`src/rtl/vctr_addr_sequencer_if.sv`:
```
// Vector request channel between the address sequencer and the vector fetch engine.
// Valid/ready: a beat transfers on a rising clk edge with vreq_valid && vreq_ready; once raised, vreq_valid and vreq_addr hold until that edge.
interface vctr_addr_sequencer_if #(
    parameter int ADDR_W = 32
);
    logic              vreq_valid;
    logic              vreq_ready;
    logic [ADDR_W-1:0] vreq_addr;

    modport master (
        output vreq_valid,
        output vreq_addr,
        input  vreq_ready
    );

    modport slave (
        input  vreq_valid,
        input  vreq_addr,
        output vreq_ready
    );
endinterface

```
`src/rtl/vctr_addr_sequencer.sv`:
```
// Pops base addresses from the address FIFO during a program and expands each into a burst
// of vector requests, throttled by vector FIFO fill level and freeze; reports completion and count.
module vctr_addr_sequencer #(
    parameter int ADDR_W      = 32,
    parameter int ADDR_STRIDE = 1,
    parameter int CNT_W       = 32
) (
    input  logic                  clk,
    input  logic                  reset,
    input  logic                  active_program,
    input  logic                  abort_program,
    input  logic                  end_program,
    input  logic                  freeze_addr_fifo,
    input  logic                  send_consec_addr,
    input  logic [7:0]            consec_count,
    input  logic [31:0]           addr_fifo_dout,
    input  logic                  addr_fifo_empty,
    output logic                  addr_fifo_rd,
    input  logic [15:0]           words_in_vctr_fifo,
    input  logic [15:0]           vector_fifo_threshold,
    vctr_addr_sequencer_if.master vreq,
    output logic                  seq_busy,
    output logic                  seq_done,
    output logic                  seq_aborted,
    output logic [CNT_W-1:0]      addr_issue_cnt,
    output logic [2:0]            state_dbg
);

    typedef enum logic [2:0] {
        S_IDLE  = 3'd0,
        S_FETCH = 3'd1,
        S_LOAD  = 3'd2,
        S_ISSUE = 3'd3,
        S_DONE  = 3'd4
    } state_t;

    state_t            state_q, state_n;
    logic [ADDR_W-1:0] addr_q, addr_n;
    logic [7:0]        rem_q, rem_n;
    logic              valid_q, valid_n;
    logic              abort_pend_q, abort_pend_n;
    logic              done_q, done_n;
    logic              aborted_q, aborted_n;
    logic [CNT_W-1:0]  cnt_q, cnt_n;
    logic              rd_c;
    logic              stall;
    logic [CNT_W-1:0]  cnt_inc;

    assign stall   = (words_in_vctr_fifo >= vector_fifo_threshold) || freeze_addr_fifo;
    assign cnt_inc = (cnt_q == {CNT_W{1'b1}}) ? cnt_q : cnt_q + CNT_W'(1);

    always_ff @(posedge clk) begin
        if (!reset) begin
            state_q      <= S_IDLE;
            addr_q       <= '0;
            rem_q        <= '0;
            valid_q      <= 1'b0;
            abort_pend_q <= 1'b0;
            done_q       <= 1'b0;
            aborted_q    <= 1'b0;
            cnt_q        <= '0;
        end else begin
            state_q      <= state_n;
            addr_q       <= addr_n;
            rem_q        <= rem_n;
            valid_q      <= valid_n;
            abort_pend_q <= abort_pend_n;
            done_q       <= done_n;
            aborted_q    <= aborted_n;
            cnt_q        <= cnt_n;
        end
    end

    always_comb begin
        state_n      = state_q;
        addr_n       = addr_q;
        rem_n        = rem_q;
        valid_n      = valid_q;
        abort_pend_n = abort_pend_q;
        done_n       = 1'b0;
        aborted_n    = aborted_q;
        cnt_n        = cnt_q;
        rd_c         = 1'b0;
        case (state_q)
            S_IDLE: begin
                abort_pend_n = 1'b0;
                aborted_n    = 1'b0;
                if (active_program && !abort_program) begin
                    state_n = S_FETCH;
                    cnt_n   = '0;
                end
            end
            S_FETCH: begin
                // Priority: abort, then freeze, then pop, then end-of-program.
                if (abort_program) begin
                    state_n   = S_DONE;
                    done_n    = 1'b1;
                    aborted_n = 1'b1;
                end else if (freeze_addr_fifo) begin
                    state_n = S_FETCH;
                end else if (!addr_fifo_empty) begin
                    rd_c    = 1'b1;
                    state_n = S_LOAD;
                end else if (end_program) begin
                    state_n = S_DONE;
                    done_n  = 1'b1;
                end
            end
            S_LOAD: begin
                addr_n  = ADDR_W'(addr_fifo_dout);
                rem_n   = send_consec_addr ? consec_count : 8'd0;
                valid_n = !stall && !abort_program;
                state_n = S_ISSUE;
            end
            S_ISSUE: begin
                if (valid_q) begin
                    if (vreq.vreq_ready) begin
                        cnt_n = cnt_inc;
                        if (abort_pend_q || abort_program) begin
                            valid_n   = 1'b0;
                            state_n   = S_DONE;
                            done_n    = 1'b1;
                            aborted_n = 1'b1;
                        end else if (rem_q == 8'd0) begin
                            valid_n = 1'b0;
                            state_n = S_FETCH;
                        end else begin
                            addr_n  = addr_q + ADDR_W'(ADDR_STRIDE);
                            rem_n   = rem_q - 8'd1;
                            valid_n = !stall;
                        end
                    end else if (abort_program) begin
                        // Outstanding request must still complete; remember the abort.
                        abort_pend_n = 1'b1;
                    end
                end else if (abort_program || abort_pend_q) begin
                    state_n   = S_DONE;
                    done_n    = 1'b1;
                    aborted_n = 1'b1;
                end else if (!stall) begin
                    valid_n = 1'b1;
                end
            end
            S_DONE: begin
                if (!active_program) begin
                    state_n   = S_IDLE;
                    aborted_n = 1'b0;
                end
            end
            default: state_n = S_IDLE;
        endcase
    end

    assign addr_fifo_rd    = rd_c && reset;
    assign vreq.vreq_valid = valid_q;
    assign vreq.vreq_addr  = addr_q;
    assign seq_busy        = (state_q == S_FETCH) || (state_q == S_LOAD) || (state_q == S_ISSUE);
    assign seq_done        = done_q;
    assign seq_aborted     = aborted_q;
    assign addr_issue_cnt  = cnt_q;
    assign state_dbg       = state_q;

endmodule

```
`src/flat_wrapper.sv`:
```
// flat-port wrapper written by rule: the top's interface ports become plain ports
module vctr_addr_sequencer_flat 
#(
    parameter int ADDR_W      = 32,
    parameter int ADDR_STRIDE = 1,
    parameter int CNT_W       = 32
)
  (clk, reset, active_program, abort_program, end_program, freeze_addr_fifo, send_consec_addr, consec_count, addr_fifo_dout, addr_fifo_empty, addr_fifo_rd, words_in_vctr_fifo, vector_fifo_threshold, seq_busy, seq_done, seq_aborted, addr_issue_cnt, state_dbg, vreq_vreq_valid, vreq_vreq_addr, vreq_vreq_ready);
  vctr_addr_sequencer_if #(.ADDR_W(ADDR_W)) vreq_i ();
  input  logic clk;
  input  logic reset;
  input  logic active_program;
  input  logic abort_program;
  input  logic end_program;
  input  logic freeze_addr_fifo;
  input  logic send_consec_addr;
  input  logic [7:0] consec_count;
  input  logic [31:0] addr_fifo_dout;
  input  logic addr_fifo_empty;
  output logic addr_fifo_rd;
  input  logic [15:0] words_in_vctr_fifo;
  input  logic [15:0] vector_fifo_threshold;
  output logic seq_busy;
  output logic seq_done;
  output logic seq_aborted;
  output logic [CNT_W-1:0] addr_issue_cnt;
  output logic [2:0] state_dbg;
  output wire logic [$bits(vreq_i.vreq_valid)-1:0] vreq_vreq_valid;
  output wire logic [$bits(vreq_i.vreq_addr)-1:0] vreq_vreq_addr;
  input wire logic [$bits(vreq_i.vreq_ready)-1:0] vreq_vreq_ready;
  assign vreq_vreq_valid = vreq_i.vreq_valid;
  assign vreq_vreq_addr = vreq_i.vreq_addr;
  assign vreq_i.vreq_ready = vreq_vreq_ready;
  vctr_addr_sequencer #(.ADDR_W(ADDR_W), .ADDR_STRIDE(ADDR_STRIDE), .CNT_W(CNT_W)) u_core (.clk(clk), .reset(reset), .active_program(active_program), .abort_program(abort_program), .end_program(end_program), .freeze_addr_fifo(freeze_addr_fifo), .send_consec_addr(send_consec_addr), .consec_count(consec_count), .addr_fifo_dout(addr_fifo_dout), .addr_fifo_empty(addr_fifo_empty), .addr_fifo_rd(addr_fifo_rd), .words_in_vctr_fifo(words_in_vctr_fifo), .vector_fifo_threshold(vector_fifo_threshold), .vreq(vreq_i), .seq_busy(seq_busy), .seq_done(seq_done), .seq_aborted(seq_aborted), .addr_issue_cnt(addr_issue_cnt), .state_dbg(state_dbg));
endmodule
```
`config.mk`:
```
export PLATFORM = sky130hd
export DESIGN_NAME = vctr_addr_sequencer_flat
export DESIGN_NICKNAME = d
export VERILOG_FILES = /design/src/rtl/vctr_addr_sequencer_if.sv /design/src/rtl/vctr_addr_sequencer.sv /design/src/flat_wrapper.sv
export SDC_FILE = /design/constraint.sdc
export NUM_CORES = 1
export LEC_CHECK = 0
export CAP_MARGIN = 5
export CORE_MARGIN = 5
export CORE_UTILIZATION = 47
export DETAILED_ROUTE_END_ITERATION = 10
export PLACE_DENSITY = 0.81
export SYNTH_ARGS = -nofsm -noshare
export SYNTH_HDL_FRONTEND = slang
export SYNTH_SLANG_ARGS = --single-unit
export TNS_END_PERCENT = 50
```
`constraint.sdc`:
```
create_clock -name clk -period 2.85 [get_ports clk]
set_input_delay 0.285 -clock clk [delete_from_list [all_inputs] [get_ports clk]]
set_output_delay 0.285 -clock clk [all_outputs]
set_load 0.01 [all_outputs]
```
=== Yosys cells after proc, flatten, opt, wreduce, memory -nomap -nowiden ===
Index checks and enable logic that the tools add are counted.

* Output and inout bits: 72
* Register bits: 79
* Bits of input ports: 81

* Eq/ne operators: 19
* Add/subtract/negate cells: 3
* $lt $le $gt $ge: 1
* Reductions and logical operators: 19
* Muxes and demuxes: 56

{| class="wikitable"
|+ Operator list
! cell !! number
|-
| 32-bit two-way mux || 8
|-
| 32-bit one-hot mux with 2 select lines || 2
|-
| 32-bit by 1-bit adder with 32-bit output (second input constant) || 2
|-
| 8-bit two-way mux || 5
|-
| 3-bit two-way mux || 11
|-
| 32-bit equality test (second input constant) || 1
|-
| 1-bit two-way mux || 24
|-
| 16-bit >= comparator || 1
|-
| 2-bit != test (second input constant) || 8
|-
| 8-bit one-hot mux with 2 select lines || 1
|-
| 3-bit one-hot mux with 5 select lines || 1
|-
| 5-bit AND reduction || 2
|-
| 8-bit logical NOT || 1
|-
| 4-bit AND reduction || 2
|-
| 8-bit by 1-bit subtractor with 8-bit output (second input constant) || 1
|-
| 3-bit by 2-bit equality test with 1-bit output (second input constant) || 2
|-
| 3-bit by 1-bit != test with 1-bit output (second input constant) || 2
|-
| 1-bit one-hot mux with 2 select lines || 3
|-
| 6-bit AND reduction || 1
|-
| 5-bit != test (second input constant) || 1
|-
| 1-bit logical OR || 4
|-
| 2-bit by 1-bit != test with 1-bit output (second input constant) || 2
|-
| 1-bit one-hot mux with 4 select lines || 1
|-
| 2-bit nonzero test || 2
|-
| other kinds (7) || 10
|}

=== Depth between registers and ports, before layout ===
* Depth in word-level cells: 8
* Depth in mapped cells: 9
* Gate-level depth less buffers: 8

=== Worst setup path after synthesis ===
OpenSTA, ideal clock, no wires.

* Path type: reg-to-reg
* Start: reg u_core.cnt_q[0], in the netlist u_core.addr_issue_cnt[0]
* End: reg u_core.cnt_q[21], in the netlist u_core.addr_issue_cnt[21]
* Library setup time: 128 ps
* Required time: 2722 ps
* Data arrival time: 2038 ps
* Stages on the path, launching flop included: 9
* Slack: 684 ps
* Cells stage by stage: dfxtp_1 ha_1 inv_1 or4_4 o31a_1 buf_6 and4_4 xnor2_1 nor2_1

* Cells in the longest elaborated chain, start to end: 5
* Elaborated cells between the ends (all ways): 8
* Those cells by class: 1 x add/sub; 2 x eq/ne; 4 x mux; 1 x reduce/logical

{| class="wikitable"
|+ Ends and longest elaborated chain
! element !! line !! text
|-
| start, declared || vctr_addr_sequencer.sv:44 || <nowiki>logic [CNT_W-1:0] cnt_q, cnt_n;</nowiki>
|-
| start signal, assigned || vctr_addr_sequencer.sv:70 || <nowiki>cnt_q <= cnt_n;</nowiki>
|-
| 32-bit by 1-bit adder with 32-bit output || vctr_addr_sequencer.sv:50 || <nowiki>assign cnt_inc = (cnt_q == {CNT_W{1'b1}}) ? cnt_q : cnt_q + CNT_W'(1);</nowiki>
|-
| 32-bit two-way mux || vctr_addr_sequencer.sv:50 ||
|-
| 32-bit two-way mux || vctr_addr_sequencer.sv:117 || <nowiki>if (vreq.vreq_ready) begin</nowiki>
|-
| 32-bit two-way mux || vctr_addr_sequencer.sv:116 || <nowiki>if (valid_q) begin</nowiki>
|-
| 32-bit one-hot mux with 2 select lines || vctr_addr_sequencer.sv:84 || <nowiki>case (state_q)</nowiki>
|}

Several ways; a longest one is shown, not always the timed one. The select of a mux whose other input is x is not followed.
A chain may end at the register's enable or synchronous reset.

=== Worst setup path in the final report ===
* Start: reg u_core.state_q[0], in the netlist u_core.state_dbg[0]
* End: out addr_fifo_rd

* Cells in the longest elaborated chain, start to end: 3

{| class="wikitable"
|+ Ends and longest elaborated chain
! element !! line !! text
|-
| start, declared || vctr_addr_sequencer.sv:37 || <nowiki>state_t state_q, state_n;</nowiki>
|-
| start signal, assigned || vctr_addr_sequencer.sv:63 || <nowiki>state_q <= state_n;</nowiki>
|-
| 3-bit by 1-bit equality test with 1-bit output || vctr_addr_sequencer.sv:84 ||
|-
| 1-bit two-way mux || vctr_addr_sequencer.sv:84 ||
|-
| 1-bit logical AND || vctr_addr_sequencer.sv:154 || <nowiki>assign addr_fifo_rd = rd_c && reset;</nowiki>
|-
| end, declared || flat_wrapper.sv:20 || <nowiki>output logic addr_fifo_rd;</nowiki>
|}

Every way passes these cells.

==> flow_metrics.py <==
metrics = {
    "setup_path": {
        "crit_path_end": "addr_fifo_rd",
        "crit_arrival_ns": 2.26,
        "startpoint": "u_core.state_dbg[0]",
        "required_ns": 2.57,
        "path_max_fanout": 3,
        "start_kind": "flop",
        "end_kind": "output pin",
        "worst_r2r_path_depth": 7,
        "timing.rr.end": "u_core.addr_issue_cnt[31]",
        "timing.rr.start": "u_core.addr_issue_cnt[0]",
        "r2r_slack_ns": 0.35,
        "worstSetupPathType": "flop to output pin",
    },
    "floorplanning": {
        "die_x_um": 111,
        "start_util_pct": 47.4,
        "die_h_um": 111,
        "core_um2": 10200,
        "num_rows": 37,
        "num_io_pins": 153,
        "die_area_um2": 12400,
    },
    "pwr": {
        "p_per_area_nw_per_um2": 507,
        "p_switching_mw": 1.17,
        "seqPwrFrac_pct": 39.9,
        "ir_worst_vdd_mv": 0.285,
        "leakagePower_nw": 2.37,
        "combPwrFrac_pct": 35.0,
        "pwr-share-clk_pct": 25.2,
        "p_int_mw": 2.23,
        "power.share.switching_pct": 34.4,
    },
    "route": {
        "ant_nets": 0,
        "vias_per_cell": 5.78,
        "drc": 0,
        "firstDrtPassIters": 5,
        "wl_um": 15100,
        "vias": 5259,
        "drtIter0Drc": 352,
        "wl_per_cell_um": 16.6,
    },
    "clock_network": {
        "cts_setup_buffers": 0,
        "cts_tree": "built",
        "clock_latency_ns": 0.35,
        "clock_sinks": 79,
        "clk_root_buffer_cell": "clkbuf_8",
        "cts_resized": 0,
        "clk_path_buf_depth": 2,
        "clk_pin_slew_ns": 0.09,
        "ctsHoldBuffers": 0,
        "htreeDepth": 3,
        "cts_made_buffers": 9,
    },
    "sta": {
        "slew_violations": 0,
        "clock_skew_ns": 0.0131,
        "slew_headroom_pct": 52.3,
        "min_period_ns": 2.55,
        "max_freq_mhz": 393,
        "tightest_slew_ns": 0.716,
        "timing.setup.tns_ns": 0,
        "rsz0062_at_grt": "no",
        "final-hold-violation-count": 0,
        "setup_viol": 0,
        "post-route-period-util_pct": 89.3,
    },
    "cells_and_area": {
        "seq_area_um2": 1580,
        "final_cell_mix": "clkdlybuf4s50_1 (152), dfxtp_1 (79), nor2_1 (69)",
        "nFillCells": 921,
        "final_common_cell": "clkdlybuf4s50_1",
        "final_util_pct": 65.9,
        "final_nets": 870,
        "multi_input_area_um2": 2950,
        "area_growth_pct": 39.0,
        "drive_gt1_share_pct": 7.11,
        "antenna_cells": 0,
    },
    "grt": {
        "antenna_found_initial": 0,
        "grt_pass1_vias": 5056,
        "grt_overflow": 0,
        "grt_max_degree": 51,
        "grt_first_pass_wirelength_um": 24400,
        "grt_usage_pct": 23.2,
    },
    "synth": {
        "synth_edf_count": 0,
        "synth_cell_types": 61,
        "syn_nets": 728,
        "syn_inst": 627,
        "synth_area_um2": 4830,
        "syn_area_per_cell_um2": 7.70,
        "ys_warn_count": 0,
        "synth-seq-cells": 79,
        "ys_seq_area_share_pct": 32.7,
        "synthFlopType": "dfxtp_1",
        "async_flop_share_pct": 0,
    },
    "placed_design": {
        "gp_congestion": 0.902,
        "portBuffers": 152,
        "dp_hpwl_um": 11200,
    },
    "hold_path": {
        "min_path_type": "flop to flop",
    },
    "run": {
        "drv_cap": 0,
    },
    "outcome": {
        "status": "completed",
    },
}
==> worst max-delay path, cell delays in order (launching register included) <==
cell and delay [ns]:
dfxtp_1 0.33, or3b_2 0.49, or3_1 0.38, nor3_1 0.15
clkdlybuf4s50_1 0.57
==> power groups by stage <==
stage	clock network, mW	registers, mW	logic (mW)
after global routing	0.920	1.37	1.30
after CTS	0.870	1.35	1.19
final	0.857	1.36	1.19
after global placement	0	1.37	1.15
after detailed placement	0	1.38	1.18
after floorplan	0	1.40	0.627
==> per-layer routing <==
| metal | part of all wire, % | vias to the layer above | GRT usage (%) |
|---|---|---|---|
| met1 | 43 | 2453 | 28.6 |
| li1 | - | 2591 | - |
| met3 | 6.9 | 25 | 6.20 |
| met5 | 0 | - | 0 |
| met2 | 48 | 190 | 39.4 |
| met4 | 2.4 | 0 | 7.62 |
==> synth_stat cells, types with 8 or more instances <==
library cell / count / area (µm²)
a211oi_1: 11 / 82.6
a21oi_1: 54 / 270
a31oi_1: 12 / 75.1
and3_1: 8 / 50.1
and4_1: 9 / 78.8
clkbuf_1: 23 / 86.3
dfxtp_1: 79 / 1580
ha_1: 20 / 250
inv_1: 35 / 131
nand2_1: 52 / 195
nand3_1: 31 / 155
nand4_1: 24 / 150
nor2_1: 69 / 259
nor3_1: 26 / 130
o21ai_0: 29 / 145
o22ai_1: 8 / 50.1
or3_1: 10 / 62.6
xnor2_1: 18 / 158
==> cell type report <==
| cell class | count | share of cell area (%) |
|---|---|---|
| Tap cell | 136 | 2.53 |
| Clock inverter | 5 | 0.857 |
| Inverter | 35 | 1.96 |
| Sequential cell | 79 | 23.6 |
| Timing Repair Buffer | 170 | 25.1 |
| Multi-Input combinational cell | 474 | 43.9 |
| Clock buffer | 11 | 2.11 |
==> how the worst min path moves through the flow <==
stage	from	to	slack [ns]	depth (start not counted)
after global placement	u_core.rem_q[7]	u_core.rem_q[7]	0.47	2
after detailed placement	u_core.rem_q[7]	u_core.rem_q[7]	0.48	2
after floorplan	addr_fifo_dout[31]	u_core.vreq.vreq_addr[31]	0.44	2
after CTS	u_core.rem_q[7]	u_core.rem_q[7]	0.49	2
after global routing	u_core.rem_q[7]	u_core.rem_q[7]	0.52	2
final	u_core.rem_q[7]	u_core.rem_q[7]	0.49	2
==> kinds of logic (layout without fill, tap and decap cells) <==
family,Yosys count,in the layout,share of synthesized area (%)
xor+xnor,25,25,4.53
simple gates,260,260,27.3
flops,79,79,32.7
compound gates,169,169,23.7
fa+ha+maj,20,20,5.18
buf+inv,74,221,6.55
==> registers in the layout, indices dropped and copies added, names as in the netlist <==
| name | cells |
|---|---|
| u_core.vreq.vreq_valid | 1 |
| u_core.abort_pend_q | 1 |
| u_core.addr_issue_cnt | 32 |
| u_core.state_dbg | 3 |
| u_core.vreq.vreq_addr | 32 |
| u_core.seq_aborted | 1 |
| u_core.rem_q | 8 |
| u_core.seq_done | 1 |
==> stage by stage <==
| step | setup slack [ns] | hold WS, ns | cells | power (mW) | area [µm²] |
|---|---|---|---|---|---|
| 3_3_place_gp | 0.370 | 0.473 | 894 | 2.53 | 6510 |
| 4_1_cts | 0.303 | 0.492 | 910 | 3.41 | 6710 |
| 3_5_place_dp | 0.326 | 0.479 | 894 | 2.56 | 6510 |
| 5_1_grt | 0.136 | 0.522 | 910 | 3.59 | 6710 |
| 6_report | 0.304 | 0.493 | 910 | 3.40 | 6710 |
| 2_1_floorplan | 0.684 | 0.445 | 627 | 2.02 | 4830 |
Power figures use the tool's default switching activity.
